<file path="config.mk">
export PLATFORM = sky130hd
export DESIGN_NAME = opb_register_bank_simulink2ppc
export DESIGN_NICKNAME = d
export VERILOG_FILES = /design/src/rtl/opb_register_bank_simulink2ppc.sv
export SDC_FILE = /design/constraint.sdc
export NUM_CORES = 1
export LEC_CHECK = 0
export ABC_AREA = 1
export BUFFER_PORTS_ARGS = -buffer_cell sky130_fd_sc_hd__buf_2
export CAP_MARGIN = 20
export CORE_MARGIN = 3
export CORE_UTILIZATION = 35
export DETAILED_ROUTE_END_ITERATION = 16
export PLACE_DENSITY_LB_ADDON = 0.08
export SKIP_CTS_REPAIR_TIMING = 1
export SLEW_MARGIN = 20
export SYNTH_ARGS = -nofsm -noshare
export SYNTH_HDL_FRONTEND = slang
export SYNTH_SLANG_ARGS = --single-unit
</file>
<file path="constraint.sdc">
create_clock -name OPB_Clk -period 7.4 [get_ports OPB_Clk]
set_clock_uncertainty 0.1 [all_clocks]
set_input_delay 0.74 -clock OPB_Clk [delete_from_list [all_inputs] [get_ports OPB_Clk]]
set_output_delay 0.74 -clock OPB_Clk [all_outputs]
set_load 0.05 [all_outputs]
</file>
<file path="src/rtl/opb_register_bank_simulink2ppc.sv">
// Bank of user-to-processor capture registers on the OPB bus.
// Each channel latches fabric data on its valid strobe and keeps fresh,
// overflow and 16-bit capture-count state. In snapshot mode a channel only
// captures while armed; software re-arms all channels through CONTROL.
// Word map: data[0..N-1], STATUS, CONTROL, counter[0..N-1].
module opb_register_bank_simulink2ppc #(
    parameter logic [31:0] C_BASEADDR   = 32'h0108_0200,
    parameter logic [31:0] C_HIGHADDR   = 32'h0108_02FF,
    parameter int          C_OPB_AWIDTH = 32,
    parameter int          C_OPB_DWIDTH = 32,
    parameter int          C_NUM_CH     = 4,
    parameter int          C_DATA_WIDTH = 32,
    parameter int          C_MODE       = 0
) (
    input  logic                             OPB_Clk,
    input  logic                             OPB_Rst,
    input  logic [0:C_OPB_AWIDTH-1]          OPB_ABus,
    input  logic [0:C_OPB_DWIDTH/8-1]        OPB_BE,
    input  logic [0:C_OPB_DWIDTH-1]          OPB_DBus,
    input  logic                             OPB_RNW,
    input  logic                             OPB_select,
    input  logic                             OPB_seqAddr,
    output logic [0:C_OPB_DWIDTH-1]          Sl_DBus,
    output logic                             Sl_xferAck,
    output logic                             Sl_errAck,
    output logic                             Sl_retry,
    output logic                             Sl_toutSup,
    input  logic [C_NUM_CH*C_DATA_WIDTH-1:0] user_data_in,
    input  logic [C_NUM_CH-1:0]              user_valid
);

    localparam int AW = C_OPB_AWIDTH;
    localparam int DW = C_OPB_DWIDTH;
    localparam int N  = C_NUM_CH;
    localparam int W  = C_DATA_WIDTH;
    localparam logic [AW-1:0] BASE = AW'(C_BASEADDR);
    localparam logic [AW-1:0] HIGH = AW'(C_HIGHADDR);

    // Ascending bus vectors map onto descending locals so that numeric
    // value is preserved: bus bit 31 is the LSB.
    logic [AW-1:0] addr;
    logic [AW-1:0] offset;
    logic [AW-1:0] word;
    logic          hit;
    logic [DW-1:0] rd_word;

    logic          ack_q, ack_d;
    logic [DW-1:0] rdata_q, rdata_d;
    // ctrl bit0 = re-arm all, bit1 = clear counters, bit2 = clear overflow
    logic [2:0]    ctrl_q, ctrl_d;
    logic [N-1:0]  rdclr_q, rdclr_d;

    logic [N-1:0][W-1:0] data_q, data_d;
    logic [N-1:0][15:0]  cnt_q, cnt_d;
    logic [N-1:0]        fresh_q, fresh_d;
    logic [N-1:0]        ovf_q, ovf_d;
    logic [N-1:0]        armed_q, armed_d;
    logic [N-1:0]        cap;

    logic unused_bits;

    assign addr   = OPB_ABus;
    assign offset = addr - BASE;
    assign word   = {2'b00, offset[AW-1:2]};
    // A new transfer is only accepted when no ack is in flight.
    assign hit    = OPB_select && (addr >= BASE) && (addr <= HIGH) && !ack_q;

    assign unused_bits = ^{OPB_seqAddr, offset[1:0], OPB_DBus[0:DW-4], OPB_BE[0:DW/8-2]};

    // Read multiplexer over the current register state.
    always_comb begin
        rd_word = '0;
        for (int i = 0; i < N; i++) begin
            if (word == AW'(i)) rd_word = DW'(data_q[i]);
            if (word == AW'(N + 2 + i)) rd_word = DW'(cnt_q[i]);
        end
        if (word == AW'(N)) begin
            rd_word[N-1:0]  = fresh_q;
            rd_word[16 +: N] = ovf_q;
        end
    end

    // Bus decode: everything registered here takes effect in the ack cycle.
    always_comb begin
        ack_d   = hit;
        rdata_d = '0;
        ctrl_d  = '0;
        rdclr_d = '0;
        if (hit) begin
            if (OPB_RNW) begin
                rdata_d = rd_word;
                for (int i = 0; i < N; i++) begin
                    if (word == AW'(i)) rdclr_d[i] = 1'b1;
                end
            end else if (OPB_BE[DW/8-1] && (word == AW'(N + 1))) begin
                ctrl_d = {OPB_DBus[DW-3], OPB_DBus[DW-2], OPB_DBus[DW-1]};
            end
        end
    end

    // Per-channel capture; a read-clear in the same cycle suppresses overflow,
    // and a capture lands after any clear so it is never lost.
    always_comb begin
        cap     = '0;
        data_d  = data_q;
        cnt_d   = cnt_q;
        fresh_d = fresh_q;
        ovf_d   = ovf_q;
        armed_d = armed_q;
        for (int i = 0; i < N; i++) begin
            cap[i]     = user_valid[i] && ((C_MODE == 0) || armed_q[i]);
            data_d[i]  = cap[i] ? user_data_in[i*W +: W] : data_q[i];
            fresh_d[i] = cap[i] | (fresh_q[i] & ~rdclr_q[i]);
            ovf_d[i]   = (cap[i] & fresh_q[i] & ~rdclr_q[i]) | (ovf_q[i] & ~ctrl_q[2]);
            cnt_d[i]   = (ctrl_q[1] ? 16'd0 : cnt_q[i]) + 16'(cap[i]);
            armed_d[i] = ctrl_q[0] | (armed_q[i] & ~(cap[i] && (C_MODE == 1)));
        end
    end

    // State registers; reset also drops any pending acknowledge.
    always_ff @(posedge OPB_Clk or negedge OPB_Rst) begin
        if (!OPB_Rst) begin
            ack_q   <= 1'b0;
            rdata_q <= '0;
            ctrl_q  <= '0;
            rdclr_q <= '0;
            data_q  <= '0;
            cnt_q   <= '0;
            fresh_q <= '0;
            ovf_q   <= '0;
            armed_q <= '1;
        end else begin
            ack_q   <= ack_d;
            rdata_q <= rdata_d;
            ctrl_q  <= ctrl_d;
            rdclr_q <= rdclr_d;
            data_q  <= data_d;
            cnt_q   <= cnt_d;
            fresh_q <= fresh_d;
            ovf_q   <= ovf_d;
            armed_q <= armed_d;
        end
    end

    // rdata_q is only non-zero during the ack cycle of a read.
    assign Sl_DBus    = rdata_q;
    assign Sl_xferAck = ack_q;
    assign Sl_errAck  = 1'b0;
    assign Sl_retry   = 1'b0;
    assign Sl_toutSup = 1'b0;

endmodule
</file>
# Word-level counts from Yosys, hierarchy flattened
# Index checks and enable logic that the tools add are counted.
# Widths: inputs -> output; s select.
# totals
reg_bits	240
out_inout_bits	36
word_cells	90
# op_classes
n_addsub	5
order_cmp	2
eq_ne	9
muxes	25
bitwise_logic	29
reduce_logical	6
# op_table
operator	count
$mux 32	10
$eq 30x3->1 const B	4
$add 16x1->16	4
$mux 16	4
$eq 30x2->1 const B	2
$eq 30x4->1 const B	2
$ge 32x25->1 const B	1
$le 32x25->1 const B	1
$logic_not 32->1	1
$sub 32x25->32 const B	1
$eq 30x1->1 const B	1
$and 1x1->1	16
$mux 4	4
$mux 3	3
$or 1x1->1	8
$not 1->1	5
$logic_and 1x1->1	4
$mux 1	4
$logic_not 1->1	1

# Logic depth before layout (Yosys ltp)
# logic_depth
ltp_word	13
mapped_depth	22

# Worst setup path before layout
# Ideal clock, no wire load.
# synth_timing
kind	input-to-reg
start	input OPB_ABus[21] (netlist name)
end	register rdata_q[14], in the netlist Sl_DBus[17]
arrival_time_ns	2.667
path_slack_ns	4.501
path_stages	22
cell_sequence	inv_1 -> ha_1 -> nand2_1 -> nor2_1 -> nand2_1 -> nand2_1 -> nand2_1 -> nand2_1 -> nand2_1 -> nand2_1 -> nand3_1 -> nor2_4 -> nand2_4 -> inv_4 -> nand3_4 -> buf_2 -> o21ai_1 -> inv_1 -> nand2_1 -> nand2_1 -> nand2_1 -> a21oi_1
# synth_between
elab_chain_cells	12
elab_cells_between_ends	24
cone_classes	add/sub: 1; order compare: 2; eq/ne: 7; mux: 10; reduce/logical: 4
# synth_rtl
item	line	source
from (decl)	17	input logic [0:C_OPB_AWIDTH-1] OPB_ABus,
$sub 32x25->32	63	assign offset = addr - BASE;
$logic_not 32->1	74	if (word == AW'(i)) rd_word = DW'(data_q[i]);
$mux 32	74	
$mux 32	75	if (word == AW'(N + 2 + i)) rd_word = DW'(cnt_q[i]);
$mux 32	74	
$mux 32	75	
$mux 32	74	
$mux 32	75	
$mux 32	74	
$mux 32	75	
$mux 32	90	if (OPB_RNW) begin
$mux 32 *	89	if (hit) begin
via rdata_d[14]	48	logic [DW-1:0] rdata_q, rdata_d;
to (signal assigned)	134	rdata_q <= rdata_d;
to (decl)	48	
# Mark *: on every way through the listed nets, which the timed path passes. The rest lies on a longest branch.
# A chain may end at the register's enable or synchronous reset.

# Worst setup path in the final report
# layout_timing
start	input OPB_ABus[21] (netlist name)
end	register rdata_q[19], in the netlist Sl_DBus[12]
# layout_between
elab_chain_cells	13
elab_cells_between_ends	26
cone_classes	add/sub: 1; order compare: 2; eq/ne: 8; mux: 11; reduce/logical: 4
# layout_rtl
item	line	source
$sub 32x25->32	63	
$logic_not 32->1	74	
$mux 32	74	
$mux 32	75	
$mux 32	74	
$mux 32	75	
$mux 32	74	
$mux 32	75	
$mux 32	74	
$mux 32	75	
$mux 4	77	if (word == AW'(N)) begin
$mux 32	90	
$mux 32 *	89	
via rdata_d[19]	48	
# Marked as above.

==> impl_metrics.csv <==
group,metric,value,unit
setup_path,slowest_delay,0.53,ns
setup_path,cp.buffers_inverters,3,
cells_and_area,fin_cells,2182,
synthesis,synth-simple-area-share,0.269,
place,gp_congestion,0.814,
synthesis,ys_warn_count,0,
synthesis,ys_top_cells_by_area,"dfrtp_1 (50%), nand2_1 (16%), inv_1 (5.4%)",
synthesis,synth_commonest_cells,"nand2_1 (512), dfrtp_1 (239), inv_1 (173)",
place,placed_area,0.0133,mm^2
synthesis,ys_seq_elements,239,
route,drc,0,
cts,cts_root_buffer,"clkbuf_16",
setup_path,cp-startpoint,"OPB_ABus[21]",
floorplan,initial_core_util,0.355,
synthesis,synth_top_family_by_area,"simple AND/OR/NAND/NOR gates",
setup_path,path_cells,"buf_2 > inv_1 > ha_1 > nand2_1 > nor2_1 > nand2_1 > nand2_1 > nand2_1 > nand2_1 > nand2_1 > nand2_1 > nand3_1 > nor2_4 > nand4_2 > buf_4 > o21ai_0 > a21oi_1 > a31oi_1",
cts,htree_levels,1,
setup_path,timing.rr.start,"ctrl_q[1]",
sta,fmax,266,MHz
floorplan,die_w,191,um
floorplan,die_h,191,um
pwr,p_leak,7.48,nW
sta,setup_viol,0,
pwr,max-vdd-ir-drop,0.161,mV
synthesis,synthCells,1534,
floorplan,std_cell_rows,67,
synthesis,synth_xor_area_frac,0.0396,
global_routing,grt_max_degree,141,
place,portBuffers,203,
route,routedWlPerCell,15.7,um
setup_path,critPathKind,"input port to flip-flop",
sta,tightest_slew,0.868,ns
route,detail_route.iter0.violations,516,
global_routing,grt_pass1_wl,53900,um
route,wl,34200,um
cts,cts_tree,"done",
global_routing,grt_util_met2,0.315,
setup_path,critPathTopFamily,"simple AND/OR/NAND/NOR gates",
pwr,power.density,244,mW/mm^2
min_path,hp-class,"input port to async pin",
cells_and_area,final_area,0.0143,mm^2
place,hpwl,24200,um
synthesis,syn_area,0.0119,mm^2
synthesis,ys_types,43,
route,vias,10100,
route,dr.pass1.iters,5,
sta,slew_violations,0,
run,max_cap_viol_count,0,
synthesis,synth_edf_count,0,
setup_path,cp-end-kind,"flip-flop",
sta,period_share,0.508,
cts,clock_latency,0.53,ns
synthesis,synthAdderAreaFrac,0.00943,
setup_path,crit_path_top_delay_cell,"o21ai_0",
setup_path,critPathLaunchType,"input port",
cells_and_area,fin_nets,1926,
floorplan,core,0.0336,mm^2
floorplan,die_area,0.0364,mm^2
synthesis,muxShareOfSynthArea,0,
sta,fin_tns_setup,0,ns
run_status,status,"complete, no violations",
route,detail_route.vias_per_cell,4.63,
sta,relSlewSlack,0.421,
synthesis,synth.most_common_cell,"nand2_1",
cts,cts_num_sinks,239,
setup_path,cp.arrival,4.11,ns
floorplan,boundaryPins,241,
setup_path,cp_common_cell,"nand2_1",
synthesis,yosysTopAreaCell,"dfrtp_1",
global_routing,grt_use_met3,0.0233,
cells_and_area,area_growth,19.5,%
synthesis,ys_async_sr_fraction,1.00,
global_routing,grt_overflow_total,0,
sta,hold_viol,0,
global_routing,globalRouteMet1Util,0.253,
cts,clkTransAtPathRegs,0.06,ns
synthesis,ys.flop_type,"dfrtp_1",
cells_and_area,drive_above_1_share,0.167,
cts,clockBufferDepth,3,
synthesis,synth_compound_area_frac,0.0948,
synthesis,synth_seq_area_share,0.501,
synthesis,synth_top_area_frac,0.501,
synthesis,avgSynthCellArea,7.78,um^2
sta,rsz0062_at_grt,"no",
global_routing,grt.total_usage,0.185,
cts,cts_buffers,28,
cells_and_area,fillers,3533,
setup_path,crit_fanout,32,
place,dp.cells,2130,
global_routing,antenna_found_initial,2,
global_routing,grt_pass1_vias,10100,
setup_path,crit_required,7.75,ns
global_routing,busiest_layer,"met2",
route,ant_nets,0,
sta,min_period,3.76,ns
cells by family (layout without fill, tap and decap cells):
kind of cell    Yosys count  count (layout)
other cells               1               4
simple gates            761             761
xor+xnor                 54              54
fa+ha+maj                 9               9
buf+inv                 251             448
flops                   239             239
compound gates          219             219
cell type report:
class	instances	area, um^2	area share
diodes	1	2.50	0.000175
clock buffers	41	810	0.0567
clock inverters	10	161	0.0113
inverters	187	706	0.0495
multi-input cells	1046	4940	0.346
flip-flops and latches	239	5980	0.419
well taps	448	561	0.0393
repair buffers	210	1110	0.0779
where the power goes:
part / internal (W) / leakage (nW) / total, W / switching, W
registers: 0.00148 / 2.87 / 0.00157 / 0.0000960
logic: 0.000172 / 4.12 / 0.000462 / 0.000290
clock network: 0.000895 / 0.479 / 0.00145 / 0.000552
total: 0.00254 / 7.48 / 0.00348 / 0.000938
metrics by stage:
step                power (W)  utilization  worst slack [ns]  hold WS [ns]
floorplan             0.00189            -              4.50         0.317
global placement      0.00205        0.395              2.98         0.329
detailed placement    0.00206        0.395              2.97         0.333
CTS                   0.00353        0.424              3.55         0.184
global route          0.00368        0.424              3.27         0.190
finish                0.00348        0.424              3.64         0.147
state kept, by name (all words and copies together) (netlist names):
register    flops
Sl_DBus        32
cnt_q          64
data_q        128
Sl_xferAck      1
ovf_q           4
ctrl_q          2
fresh_q         4
rdclr_q         4
metal layers:
layer	up-vias	part of all wire
met5	-	0.00038
met4	2	0.018
met3	44	0.044
met2	221	0.48
met1	4675	0.46
li1	5165	-
cell usage in the layout, fill, tap and decap left out, types with 2 or more instances in the layout:
cell type  count
a21oi_1       79
a31oi_1        4
buf_2        202
buf_4          5
bufinv_16      4
clkbuf_1       7
clkbuf_16     28
clkbuf_8       6
clkinv_1       3
clkinv_2       6
conb_1         3
dfrtp_1      239
ha_1           9
inv_1        172
inv_2         10
nand2_1      512
nand3_1       73
nand3_2        2
nand4_1       16
nand4_2        2
nor2_1       107
nor2_2         5
nor2_4         6
nor2_8         2
nor3_1        24
nor3b_1        3
o21ai_0      103
o21ai_1       14
o22ai_1       16
xnor2_1        5
xor2_1        49
worst paths after layout:
check / slack [ns] / depth (start not counted) / to
setup / recovery: 3.64 / 18 / Sl_DBus[12]
hold / removal: 0.15 / 1 / data_q[25]
setup reg to reg: 3.97 / 11 / cnt_q[31]
hold reg to reg: 0.34 / 1 / cnt_q[36]
max in group asynchronous: 5.80 / 2 / Sl_DBus[18]
min in group OPB_Clk: 0.30 / 3 / data_q[119]
(Power assumes the default switching activity.)
